$ cat src/rtl/instr_mem_loader_if.sv
// -----------------------------------------------------------------------------
// instr_mem_loader_if
//
// Purpose: groups the byte-stream handshake, the instruction-memory write port
// and the boot status lines of the program loader into a single bundle.
//
// Signals:
//   in_valid   stream -> loader   byte on in_data is valid
//   in_data    stream -> loader   stream byte
//   in_ready   loader -> stream   loader accepts a byte this cycle
//   mem_we     loader -> memory   one-cycle write strobe
//   mem_addr   loader -> memory   byte address of the write (multiple of 4)
//   mem_wdata  loader -> memory   instruction word
//   cpu_reset  loader -> CPU      CPU held in reset until the load completes
//   done       loader -> system   load finished successfully (sticky)
//   error      loader -> system   header word count too large (sticky)
//
// Modports:
//   master  the loader itself
//   slave   the environment (byte source, memory, CPU, supervisor)
// -----------------------------------------------------------------------------
interface instr_mem_loader_if #(
  parameter int ADDR_WIDTH = 32
);

  logic                  in_valid;
  logic [7:0]            in_data;
  logic                  in_ready;
  logic                  mem_we;
  logic [ADDR_WIDTH-1:0] mem_addr;
  logic [31:0]           mem_wdata;
  logic                  cpu_reset;
  logic                  done;
  logic                  error;

  modport master (
    input  in_valid,
    input  in_data,
    output in_ready,
    output mem_we,
    output mem_addr,
    output mem_wdata,
    output cpu_reset,
    output done,
    output error
  );

  modport slave (
    output in_valid,
    output in_data,
    input  in_ready,
    input  mem_we,
    input  mem_addr,
    input  mem_wdata,
    input  cpu_reset,
    input  done,
    input  error
  );

endinterface

$ cat src/rtl/instr_mem_loader.sv
// -----------------------------------------------------------------------------
// instr_mem_loader
//
// Purpose: boot-time program loader in front of the CPU instruction memory.
// It receives a byte stream made of a 16-bit little-endian word-count header
// followed by little-endian 32-bit instructions, assembles each word and
// writes it to instruction memory at byte addresses 0, 4, 8, ... while the
// CPU is held in reset. After the last write has landed, the CPU reset is
// released so execution begins at PC 0 with the whole program in place.
// A header larger than MAX_WORDS is rejected: no writes happen, the CPU
// stays in reset and error is raised until the next reset.
//
// Parameters:
//   MAX_WORDS   largest accepted word count
//   ADDR_WIDTH  width of mem_addr
//
// Ports:
//   clock   sole clock, all state changes on the rising edge
//   reset   synchronous, active-high reset
//   bus     instr_mem_loader_if.master (stream in, memory write out, status)
// -----------------------------------------------------------------------------
module instr_mem_loader #(
  parameter int MAX_WORDS  = 256,
  parameter int ADDR_WIDTH = 32
) (
  input  logic                clock,
  input  logic                reset,
  instr_mem_loader_if.master  bus
);

  // ---------------------------------------------------------------------------
  // State encoding
  // ---------------------------------------------------------------------------
  typedef enum logic [2:0] {
    HDR0   = 3'd0,
    HDR1   = 3'd1,
    LOAD   = 3'd2,
    FINISH = 3'd3,
    DONE   = 3'd4,
    ERROR  = 3'd5
  } state_t;

  // Word limit widened to the index width so the comparison is unsigned and
  // a header of 0xFFFF is handled without wrap.
  localparam logic [16:0] MAX_WORDS_W = 17'(MAX_WORDS);

  state_t state_r;
  state_t state_nxt_s;

  // Header and progress tracking
  logic [7:0]  count_lo_r;      // low header byte, captured in HDR0
  logic [15:0] count_r;         // total number of words to load
  logic [16:0] index_r;         // index of the word being collected
  logic [1:0]  byte_idx_r;      // position of the next byte inside the word
  logic [23:0] partial_r;       // bytes b0..b2 of the word being collected

  // Registered outputs
  logic                  mem_we_r;
  logic [ADDR_WIDTH-1:0] mem_addr_r;
  logic [31:0]           mem_wdata_r;
  logic                  cpu_reset_r;
  logic                  done_r;
  logic                  error_r;

  // Combinational helpers
  logic        in_ready_s;
  logic        accept_s;
  logic [15:0] hdr_count_s;
  logic        hdr_too_big_s;
  logic        last_word_s;
  logic        word_load_s;

  // ---------------------------------------------------------------------------
  // Handshake and decode helpers
  // ---------------------------------------------------------------------------

  // Readiness depends only on the state and reset, never on in_valid, so the
  // byte source may present data combinationally against it.
  always_comb begin
    in_ready_s = 1'b0;
    if (reset) begin
      in_ready_s = 1'b0;
    end else begin
      case (state_r)
        HDR0, HDR1, LOAD: in_ready_s = 1'b1;
        default:          in_ready_s = 1'b0;
      endcase
    end
  end

  // Transfer qualifier and header / word-boundary decode.
  always_comb begin
    accept_s      = bus.in_valid & in_ready_s;
    // Header is little-endian: the byte arriving in HDR1 is the high byte.
    hdr_count_s   = {bus.in_data, count_lo_r};
    hdr_too_big_s = ({1'b0, hdr_count_s} > MAX_WORDS_W);
    // The word being assembled is the final one when index+1 reaches count.
    last_word_s   = ((index_r + 17'd1) == {1'b0, count_r});
    // A complete word is formed on the edge that accepts its fourth byte.
    word_load_s   = accept_s && (state_r == LOAD) && (byte_idx_r == 2'd3);
  end

  // ---------------------------------------------------------------------------
  // FSM
  // ---------------------------------------------------------------------------

  // Next-state logic.
  always_comb begin
    state_nxt_s = state_r;
    case (state_r)
      HDR0: begin
        if (accept_s) begin
          state_nxt_s = HDR1;
        end else begin
          state_nxt_s = HDR0;
        end
      end
      HDR1: begin
        if (accept_s) begin
          if (hdr_count_s == 16'd0) begin
            // Empty program: nothing to write, go straight to release.
            state_nxt_s = FINISH;
          end else if (hdr_too_big_s) begin
            state_nxt_s = ERROR;
          end else begin
            state_nxt_s = LOAD;
          end
        end else begin
          state_nxt_s = HDR1;
        end
      end
      LOAD: begin
        if (word_load_s && last_word_s) begin
          state_nxt_s = FINISH;
        end else begin
          state_nxt_s = LOAD;
        end
      end
      // FINISH lasts one cycle so that the last write strobe lands while the
      // CPU is still held in reset.
      FINISH:  state_nxt_s = DONE;
      DONE:    state_nxt_s = DONE;
      ERROR:   state_nxt_s = ERROR;
      default: state_nxt_s = HDR0;
    endcase
  end

  // State register.
  always_ff @(posedge clock) begin
    if (reset) begin
      state_r <= HDR0;
    end else begin
      state_r <= state_nxt_s;
    end
  end

  // ---------------------------------------------------------------------------
  // Datapath
  // ---------------------------------------------------------------------------

  // Header capture, word assembly, index tracking and memory write port.
  always_ff @(posedge clock) begin
    if (reset) begin
      count_lo_r  <= 8'd0;
      count_r     <= 16'd0;
      index_r     <= 17'd0;
      byte_idx_r  <= 2'd0;
      partial_r   <= 24'd0;
      mem_we_r    <= 1'b0;
      mem_addr_r  <= {ADDR_WIDTH{1'b0}};
      mem_wdata_r <= 32'd0;
    end else begin
      // Strobe is high only in the cycle after the fourth byte is accepted.
      mem_we_r <= word_load_s;

      if (accept_s && (state_r == HDR0)) begin
        count_lo_r <= bus.in_data;
      end

      if (accept_s && (state_r == HDR1)) begin
        count_r    <= hdr_count_s;
        index_r    <= 17'd0;
        byte_idx_r <= 2'd0;
        partial_r  <= 24'd0;
      end

      if (accept_s && (state_r == LOAD)) begin
        if (byte_idx_r == 2'd3) begin
          // First byte is the LSB, so the arriving byte forms bits 31:24.
          mem_wdata_r <= {bus.in_data, partial_r};
          mem_addr_r  <= ADDR_WIDTH'({index_r, 2'b00});
          index_r     <= index_r + 17'd1;
          byte_idx_r  <= 2'd0;
        end else begin
          case (byte_idx_r)
            2'd0:    partial_r[7:0]   <= bus.in_data;
            2'd1:    partial_r[15:8]  <= bus.in_data;
            2'd2:    partial_r[23:16] <= bus.in_data;
            default: partial_r        <= partial_r;
          endcase
          byte_idx_r <= byte_idx_r + 2'd1;
        end
      end
    end
  end

  // Boot status: derived from the upcoming state so each flag changes on the
  // same edge as the state transition that causes it.
  always_ff @(posedge clock) begin
    if (reset) begin
      cpu_reset_r <= 1'b1;
      done_r      <= 1'b0;
      error_r     <= 1'b0;
    end else begin
      cpu_reset_r <= (state_nxt_s != DONE);
      done_r      <= (state_nxt_s == DONE);
      error_r     <= (state_nxt_s == ERROR);
    end
  end

  // ---------------------------------------------------------------------------
  // Output drive
  // ---------------------------------------------------------------------------
  assign bus.in_ready  = in_ready_s;
  assign bus.mem_we    = mem_we_r;
  assign bus.mem_addr  = mem_addr_r;
  assign bus.mem_wdata = mem_wdata_r;
  assign bus.cpu_reset = cpu_reset_r;
  assign bus.done      = done_r;
  assign bus.error     = error_r;

endmodule

$ cat src/flat_wrapper.sv
// flat-port wrapper written by rule: the top's interface ports become plain ports
module instr_mem_loader_flat 
#(
  parameter int MAX_WORDS  = 256,
  parameter int ADDR_WIDTH = 32
)
  (clock, reset, bus_in_valid, bus_in_data, bus_in_ready, bus_mem_we, bus_mem_addr, bus_mem_wdata, bus_cpu_reset, bus_done, bus_error);
  instr_mem_loader_if #(.ADDR_WIDTH(ADDR_WIDTH)) bus_i ();
  input  logic clock;
  input  logic reset;
  input wire logic [$bits(bus_i.in_valid)-1:0] bus_in_valid;
  input wire logic [$bits(bus_i.in_data)-1:0] bus_in_data;
  output wire logic [$bits(bus_i.in_ready)-1:0] bus_in_ready;
  output wire logic [$bits(bus_i.mem_we)-1:0] bus_mem_we;
  output wire logic [$bits(bus_i.mem_addr)-1:0] bus_mem_addr;
  output wire logic [$bits(bus_i.mem_wdata)-1:0] bus_mem_wdata;
  output wire logic [$bits(bus_i.cpu_reset)-1:0] bus_cpu_reset;
  output wire logic [$bits(bus_i.done)-1:0] bus_done;
  output wire logic [$bits(bus_i.error)-1:0] bus_error;
  assign bus_i.in_valid = bus_in_valid;
  assign bus_i.in_data = bus_in_data;
  assign bus_in_ready = bus_i.in_ready;
  assign bus_mem_we = bus_i.mem_we;
  assign bus_mem_addr = bus_i.mem_addr;
  assign bus_mem_wdata = bus_i.mem_wdata;
  assign bus_cpu_reset = bus_i.cpu_reset;
  assign bus_done = bus_i.done;
  assign bus_error = bus_i.error;
  instr_mem_loader #(.MAX_WORDS(MAX_WORDS), .ADDR_WIDTH(ADDR_WIDTH)) u_core (.clock(clock), .reset(reset), .bus(bus_i));
endmodule
$ cat config.mk
export PLATFORM = sky130hd
export DESIGN_NAME = instr_mem_loader_flat
export DESIGN_NICKNAME = d
export VERILOG_FILES = /design/src/rtl/instr_mem_loader_if.sv /design/src/rtl/instr_mem_loader.sv /design/src/flat_wrapper.sv
export SDC_FILE = /design/constraint.sdc
export NUM_CORES = 1
export LEC_CHECK = 0
export CAP_MARGIN = 20
export CORE_ASPECT_RATIO = 1.75
export CORE_MARGIN = 2
export CORE_UTILIZATION = 58
export DETAILED_ROUTE_END_ITERATION = 8
export PLACE_DENSITY_LB_ADDON = 0.1
export SLEW_MARGIN = 20
export SYNTH_ARGS = -nofsm -noshare
export SYNTH_HDL_FRONTEND = slang
export SYNTH_SLANG_ARGS = --single-unit
$ cat constraint.sdc
create_clock -name clock -period 3.2 [get_ports clock]
set_input_delay 0.8 -clock clock [delete_from_list [all_inputs] [get_ports clock]]
set_output_delay 0.8 -clock clock [all_outputs]
set_load 0.005 [all_outputs]
==> results of run 1 <==
[worst register-to-register path: stages, from the launching register on]
cell and delay [ns]:
sky130_fd_sc_hd__dfxtp_1 0.57, sky130_fd_sc_hd__nand4_2 0.36, sky130_fd_sc_hd__nor4_1 0.57, sky130_fd_sc_hd__xor2_1 0.27, sky130_fd_sc_hd__a211oi_2 0.32, sky130_fd_sc_hd__nand3_2 0.13, sky130_fd_sc_hd__o31ai_4 0.29, sky130_fd_sc_hd__nor2b_1 0.17
[final timing paths]
check / startpoint / to / cells after the start
min: u_core.partial_r[21] / u_core.bus.mem_wdata[21] / 2
max reg2reg: u_core.index_r[4] / u_core.bus.error / 7
min reg2reg: u_core.partial_r[21] / u_core.bus.mem_wdata[21] / 2
max: bus_in_valid / u_core.index_r[5] / 9
[cell usage after synthesis (all sizes together), types with 2 or more instances]
cell / count / area, µm²
nor3: 8 / 40.0
and3b: 2 / 17.5
o21ai: 19 / 95.1
or4: 4 / 30.0
ha: 5 / 62.6
o31ai: 2 / 28.8
nand4: 5 / 43.8
nor2b: 6 / 37.5
xnor2: 12 / 105
dfxtp: 123 / 2460
inv: 8 / 30.0
buf: 29 / 184
clkbuf: 28 / 106
a21oi: 50 / 250
and3: 3 / 18.8
and2: 8 / 50.1
nand3: 20 / 105
nand2: 153 / 582
a31oi: 7 / 43.8
or3: 6 / 38.8
nor2: 58 / 218
o311ai: 2 / 17.5
a22oi: 25 / 188
xor2: 6 / 52.6
and4: 4 / 37.5
a211oi: 7 / 57.6
nor4: 7 / 65.1
nand3b: 49 / 368
nor3b: 3 / 22.5
[state kept, by name, summed over array words and instances (netlist names)]
signal / flops
u_core.state_r: 3
u_core.bus.mem_we: 1
u_core.bus.done: 1
u_core.partial_r: 24
u_core.count_lo_r: 8
u_core.bus.error: 1
u_core.bus.mem_wdata: 32
u_core.bus.mem_addr: 17
u_core.byte_idx_r: 2
u_core.bus.cpu_reset: 1
u_core.count_r: 16
u_core.index_r: 17
[placed cells by master (no fill, tap or decap), drive strengths merged, types with 8 or more instances in the layout]
cell type,netlist,layout
nand3,20,20
a22oi,25,25
and2,8,8
dfxtp,123,123
xnor2,12,12
inv,8,8
clkdlybuf4s50,0,63
nor2,58,58
nand2,153,153
nor3,8,8
buf,29,27
conb,1,15
clkbuf,28,19
a21oi,50,50
nand3b,49,49
o21ai,19,19
[through the flow]
stage                     cells  setup slack [ns]
after floorplan             685             0.874
after global placement      838             0.102
after detailed placement    838           -0.0109
after CTS                   868             0.398
after global routing        868             0.170
final                       868             0.338
[area by class of cell]
type | count | share of cell area
multi-input cells | 497 | 0.401
flip-flops and latches | 123 | 0.363
repair buffers | 90 | 0.124
clock buffers | 19 | 0.0668
well taps | 120 | 0.0221
clock inverters | 11 | 0.0181
inverters | 8 | 0.00443
[logic make-up after synthesis]
group	after synthesis	share of synthesized area
AOI/OAI and AO/OA	120	0.137
xor gates and xnor gates	18	0.0289
adders and majority gates	5	0.0115
buffers and inverters	65	0.0588
DFF	123	0.452
other	1	0.000688
and+or+nand+nor	339	0.311
[layer usage]
metal  part of all wire  global-route usage  up-vias
li1                   -                   -     2411
met1               0.37               0.297     2378
met2               0.53               0.520      186
met3              0.046              0.0747       48
met4              0.055               0.188        0
met5                  0                   0        -
[power by group through the flow]
| stage | logic (mW) | clock network [mW] | registers, mW |
|---|---|---|---|
| 5_1_grt | 0.149 | 1.94 | 1.55 |
| 3_5_place_dp | 0.134 | 0 | 1.58 |
| 2_1_floorplan | 0.0914 | 0 | 1.58 |
| 4_1_cts | 0.135 | 1.88 | 1.55 |
| 6_report | 0.137 | 1.85 | 1.55 |
| 3_3_place_gp | 0.132 | 0 | 1.58 |
==> impl_metrics.csv, run 1 <==
group,metric,value,unit
status,run_status,"completed",
logic_synthesis,synthFlopType,"sky130_fd_sc_hd__dfxtp_1",
timing,timing_max_transition_violations_final,0,
placement,dp_hpwl,9960,µm
setup_path,cp-start-kind,"input port",
clock_network,clock_tree.buffer_depth,2,
placement,port_buffers,64,
die,io_pins,80,
power,switching_share,0.217,
global_route,global_route.usage.total,0.292,
route,remaining_drc_errors,0,
clock_network,tritoncts_clock_tree,"yes",
die,area_enclosed_by_the_die_boundary,10200,µm²
die,die-width,77.3,µm
setup_path,critical_path_peak_fanout,15,
logic_synthesis,synth.yosys.seq_area_share,0.452,
setup_path,path_common_cell,"sky130_fd_sc_hd__nor2_1",
route,routed_wl,14700,µm
final_layout,antenna_fix_cells,0,
hold_path,worstHoldPathType,"reg2reg",
timing,timing.final.crit_period,2.86,ns
clock_network,cts_sinks,123,
timing,finalSetupViolCount,0,
final_layout,num-nets-final,753,
power,internal_power,2.77,mW
run,max-cap-violations,0,
power,net-switching-power,770,µW
setup_path,critical-path-max-stage-delay,0.79,ns
timing,final-hold-violation-count,0,
route,detail_route.first_pass.iterations,5,
logic_synthesis,mappedNetlistArea,5450,µm²
logic_synthesis,synth.lib_cells_used.distinct,55,
clock_network,post-cts-setup-buffers,0,
global_route,global_route_wire_length_before_repair,23400,µm
timing,clock-skew-final,0.00628,ns
setup_path,cp-end-kind,"flop",
placement,gpl.final_weighted_congestion,0.888,
timing,max_slew.worst_pin.slew,1.04,ns
die,coreArea,9090,µm²
power,total_leakage_power,2.68,nW
global_route,grt-ovfl-total,0,
die,die_height,132,µm
timing,hold_slack,0.440,ns
setup_path,reg2reg_setup_slack,0.48,ns
global_route,vias_in_the_first_global_route,4801,
clock_network,cts_buffers,17,
timing,final_worst_path_period_share,0.894,
setup_path,worst_path_required_time,3.52,ns
power,p_per_area,522,nW/µm²
setup_path,critical_path.top_delay_family,"simple AND/OR/NAND/NOR gates",
route,drt_iter0_drc,334,
route,dr_total_vias,5023,
power,max-vdd-ir-drop,0.000410,V
logic_synthesis,number_of_enable_type_register_cells_in_the_synthesized_netlist,0,
power,comb_power_share,0.039,
route,route.antenna.remaining_nets,0,
logic_synthesis,yosys_warning_total,0,
power,power_frac_clock,0.523,
final_layout,final_cell_area,6780,µm²
clock_network,insertion_delay_to_the_later_sink_of_the_worst_skew_pair,0.41,ns
die,fp-row-count,46,
final_layout,syn2layout_area_growth,24.5,%
timing,achievable-frequency,349,MHz
clock_network,cts_hold_buf,0,
setup_path,worst_path_max_delay_cell,"sky130_fd_sc_hd__nor2_1",
clock_network,cts_root_buf,"sky130_fd_sc_hd__clkbuf_16",
logic_synthesis,synth-seq-cells,123,
clock_network,cts-htree-levels,4,
timing,maxSlewHeadroom,0.307,
clock_network,cts-resized-gates,0,
global_route,antenna_found_initial,0,
setup_path,worstPathCellList,"clkdlybuf4s50_1, nor3b_1, buf_4, and2_1, nand2_2, inv_2, nor2_1, nor2_1, a211oi_1",
setup_path,worstSetupPathType,"in2reg",
logic_synthesis,syn-mean-instance-area,8.12,µm²
clock_network,path_clk_slew,0.06,ns
timing,setup_tns,0,ns
placement,dpl_cell_area,6210,µm²
setup_path,critical_path.n_buffers_inverters,3,
final_layout,multi_input_comb_area,2720,µm²
timing,rsz0062_at_grt,"no",
logic_synthesis,async_reset_ff_frac,0,
route,vias_per_cell,5.79,
final_layout,area.sequential,2460,µm²
power,sequentialPowerShare,0.438,
die,initial_utilization,0.599,
power,power.total,3.54,mW
final_layout,n_fill_cell,739,
final_layout,drive_gt1_frac,0.0936,
logic_synthesis,synth_cells,671,
route,post_drt_wl_per_cell,16.9,µm
global_route,pin_count_of_the_biggest_net_entering_global_routing,73,
final_layout,final_core_util,0.746,
setup_path,worst_ep_arrival_time,3.18,ns
Note: power is estimated with default switching activity, not from simulation.
==> run 2, diff against run 1 <==
- CORE_MARGIN: 2 -> 10
==> impl_metrics.csv, run 2 (synthesis results as in run 1) <==
group,metric,value,unit
status,run_status,"completed",
power,sequentialPowerShare,0.430,
power,p_per_area,534,nW/µm²
setup_path,setup.worst_path.start,"bus_in_data[6]",
clock_network,cts-htree-levels,4,
global_route,vias_in_the_first_global_route,4926,
clock_network,cts_hold_buf,0,
clock_network,cts_sinks,123,
power,internal_power,2.85,mW
timing,finalSetupViolCount,0,
timing,final-hold-violation-count,0,
setup_path,worst_ep_arrival_time,3.16,ns
final_layout,layout_commonest_cell,"sky130_fd_sc_hd__nand2_1",
global_route,global_route.usage.total,0.226,
route,remaining_drc_errors,0,
placement,gpl.final_weighted_congestion,0.897,
clock_network,insertion_delay_to_the_later_sink_of_the_worst_skew_pair,0.42,ns
final_layout,layout.cells.most_common_list,"sky130_fd_sc_hd__nand2_1 (151), sky130_fd_sc_hd__dfxtp_1 (123), sky130_fd_sc_hd__clkdlybuf4s50_1 (63)",
timing,clock-skew-final,0.00705,ns
final_layout,num-nets-final,749,
final_layout,drive_gt1_frac,0.0832,
timing,achievable-frequency,357,MHz
hold_path,min_from,"u_core.partial_r[8]",
clock_network,cts-resized-gates,0,
power,total_leakage_power,2.67,nW
setup_path,reg_to_reg_startpoint,"u_core.index_r[1]",
hold_path,hold_ep,"u_core.bus.mem_wdata[8]",
power,net-switching-power,755,µW
global_route,grt_util_met1,0.221,
run,max-cap-violations,0,
timing,setup_tns,0,ns
die,area_enclosed_by_the_die_boundary,13800,µm²
placement,dp_hpwl,10900,µm
hold_path,worstHoldPathType,"reg2reg",
die,die_height,148,µm
setup_path,reg2reg_depth,8,
final_layout,antenna_fix_cells,0,
placement,port_buffers,64,
setup_path,critical_path_peak_fanout,5,
clock_network,cts_buffers,17,
clock_network,post-cts-setup-buffers,0,
timing,final_worst_path_period_share,0.875,
die,io_pins,80,
clock_network,tritoncts_clock_tree,"yes",
timing,timing.final.crit_period,2.80,ns
final_layout,final_cell_area,6750,µm²
global_route,grt-ovfl-total,0,
setup_path,r2r-end,"u_core.state_r[0]",
final_layout,syn2layout_area_growth,23.9,%
timing,max_slew.worst_pin.slew,0.779,ns
route,drt_iter0_drc,380,
setup_path,reg2reg_setup_slack,0.46,ns
global_route,grt-busiest-layer,"met2",
route,post_drt_wl_per_cell,18.1,µm
route,route.antenna.remaining_nets,0,
timing,rsz0062_at_grt,"no",
setup_path,worst_path_max_delay_cell,"sky130_fd_sc_hd__clkdlybuf4s50_1",
power,power_frac_clock,0.532,
setup_path,worst_path_required_time,3.56,ns
setup_path,worstSetupPathType,"in2reg",
die,coreArea,9150,µm²
placement,dpl_cell_area,6160,µm²
setup_path,critical-path-max-stage-delay,0.55,ns
die,die-width,93.3,µm
setup_path,critical_path.top_delay_family,"simple AND/OR/NAND/NOR gates",
route,vias_per_cell,5.75,
route,detail_route.first_pass.iterations,5,
global_route,antenna_found_initial,0,
timing,timing_max_transition_violations_final,0,
setup_path,critical_path.n_buffers_inverters,2,
route,dr_total_vias,4973,
global_route,grt_util_met3,0.0554,
die,fp-row-count,46,
power,max-vdd-ir-drop,0.000445,V
power,comb_power_share,0.038,
setup_path,worstPathCellList,"clkdlybuf4s50_1, or4_1, nor4_1, buf_4, nand2_1, a21oi_1, nor2b_1, o21ai_0, or2_1",
setup_path,cp-start-kind,"input port",
clock_network,cts_root_buf,"sky130_fd_sc_hd__clkbuf_16",
global_route,gr-usage-met2,0.411,
hold_path,hold_path_depth,2,
global_route,pin_count_of_the_biggest_net_entering_global_routing,86,
route,routed_wl,15700,µm
clock_network,path_clk_slew,0.05,ns
clock_network,clock_tree.buffer_depth,2,
final_layout,flip_flop_count_of_the_largest_register_after_layout,32,
die,initial_utilization,0.596,
setup_path,cp-end-kind,"flop",
power,switching_share,0.209,
timing,maxSlewHeadroom,0.480,
global_route,global_route_wire_length_before_repair,25000,µm
[run 2: final cells by class]
class,count,area (µm²)
multi-input combinational,497,2720
sequential,123,2460
inverter,8,30.0
fill,710,2400
clock inverter,7,115
clock buffer,24,472
timing repair buffer,86,801
tap,120,150
[run 2: power groups by stage]
stage / Clock [mW] / Combinational (mW) / Sequential [mW]
2_1_floorplan: 0 / 0.0914 / 1.58
3_3_place_gp: 0 / 0.131 / 1.58
3_5_place_dp: 0 / 0.133 / 1.58
4_1_cts: 1.93 / 0.134 / 1.55
5_1_grt: 2.00 / 0.148 / 1.55
6_report: 1.92 / 0.137 / 1.55
[run 2: worst max path at each step]
stage                                       to  slack (ns)  cells past startpoint
after CTS                      u_core.bus.done        0.45                      9
after floorplan               u_core.bus.error        0.87                      7
after global placement        u_core.bus.error        0.03                      9
after detailed placement       u_core.bus.done        0.02                      9
after global routing      u_core.partial_r[10]        0.21                      8
final                     u_core.bus.cpu_reset        0.40                      9
[run 2: per-layer routing]
| metal | wire [µm] | vias to the layer above |
|---|---|---|
| li1 | - | 2396 |
| met3 | 806 | 46 |
| met4 | 724 | 0 |
| met2 | 8420 | 163 |
| met1 | 5700 | 2368 |
| met5 | 0 | - |
[run 2: per-stage QoR]
step / power, mW / setup slack [ns] / utilization / hold slack (ns) / instances
floorplan: 1.67 / 0.874 / - / 0.416 / 685
global route: 3.70 / 0.212 / 0.738 / 0.463 / 865
finish: 3.61 / 0.401 / 0.738 / 0.442 / 865
global placement: 1.71 / 0.0333 / 0.673 / 0.435 / 833
CTS: 3.62 / 0.446 / 0.737 / 0.447 / 864
detailed placement: 1.72 / 0.0194 / 0.673 / 0.435 / 833
[run 2: worst reg2reg max path: cells and delay by family, from the launching register on]
family | cells | cell delay, ns
AND/OR/NAND/NOR | 4 | 0.74
adder cells (fa/ha/maj) | 1 | 0.57
AO/OA/AOI/OAI | 2 | 0.56
flip-flops | 1 | 0.55
XOR/XNOR | 1 | 0.27
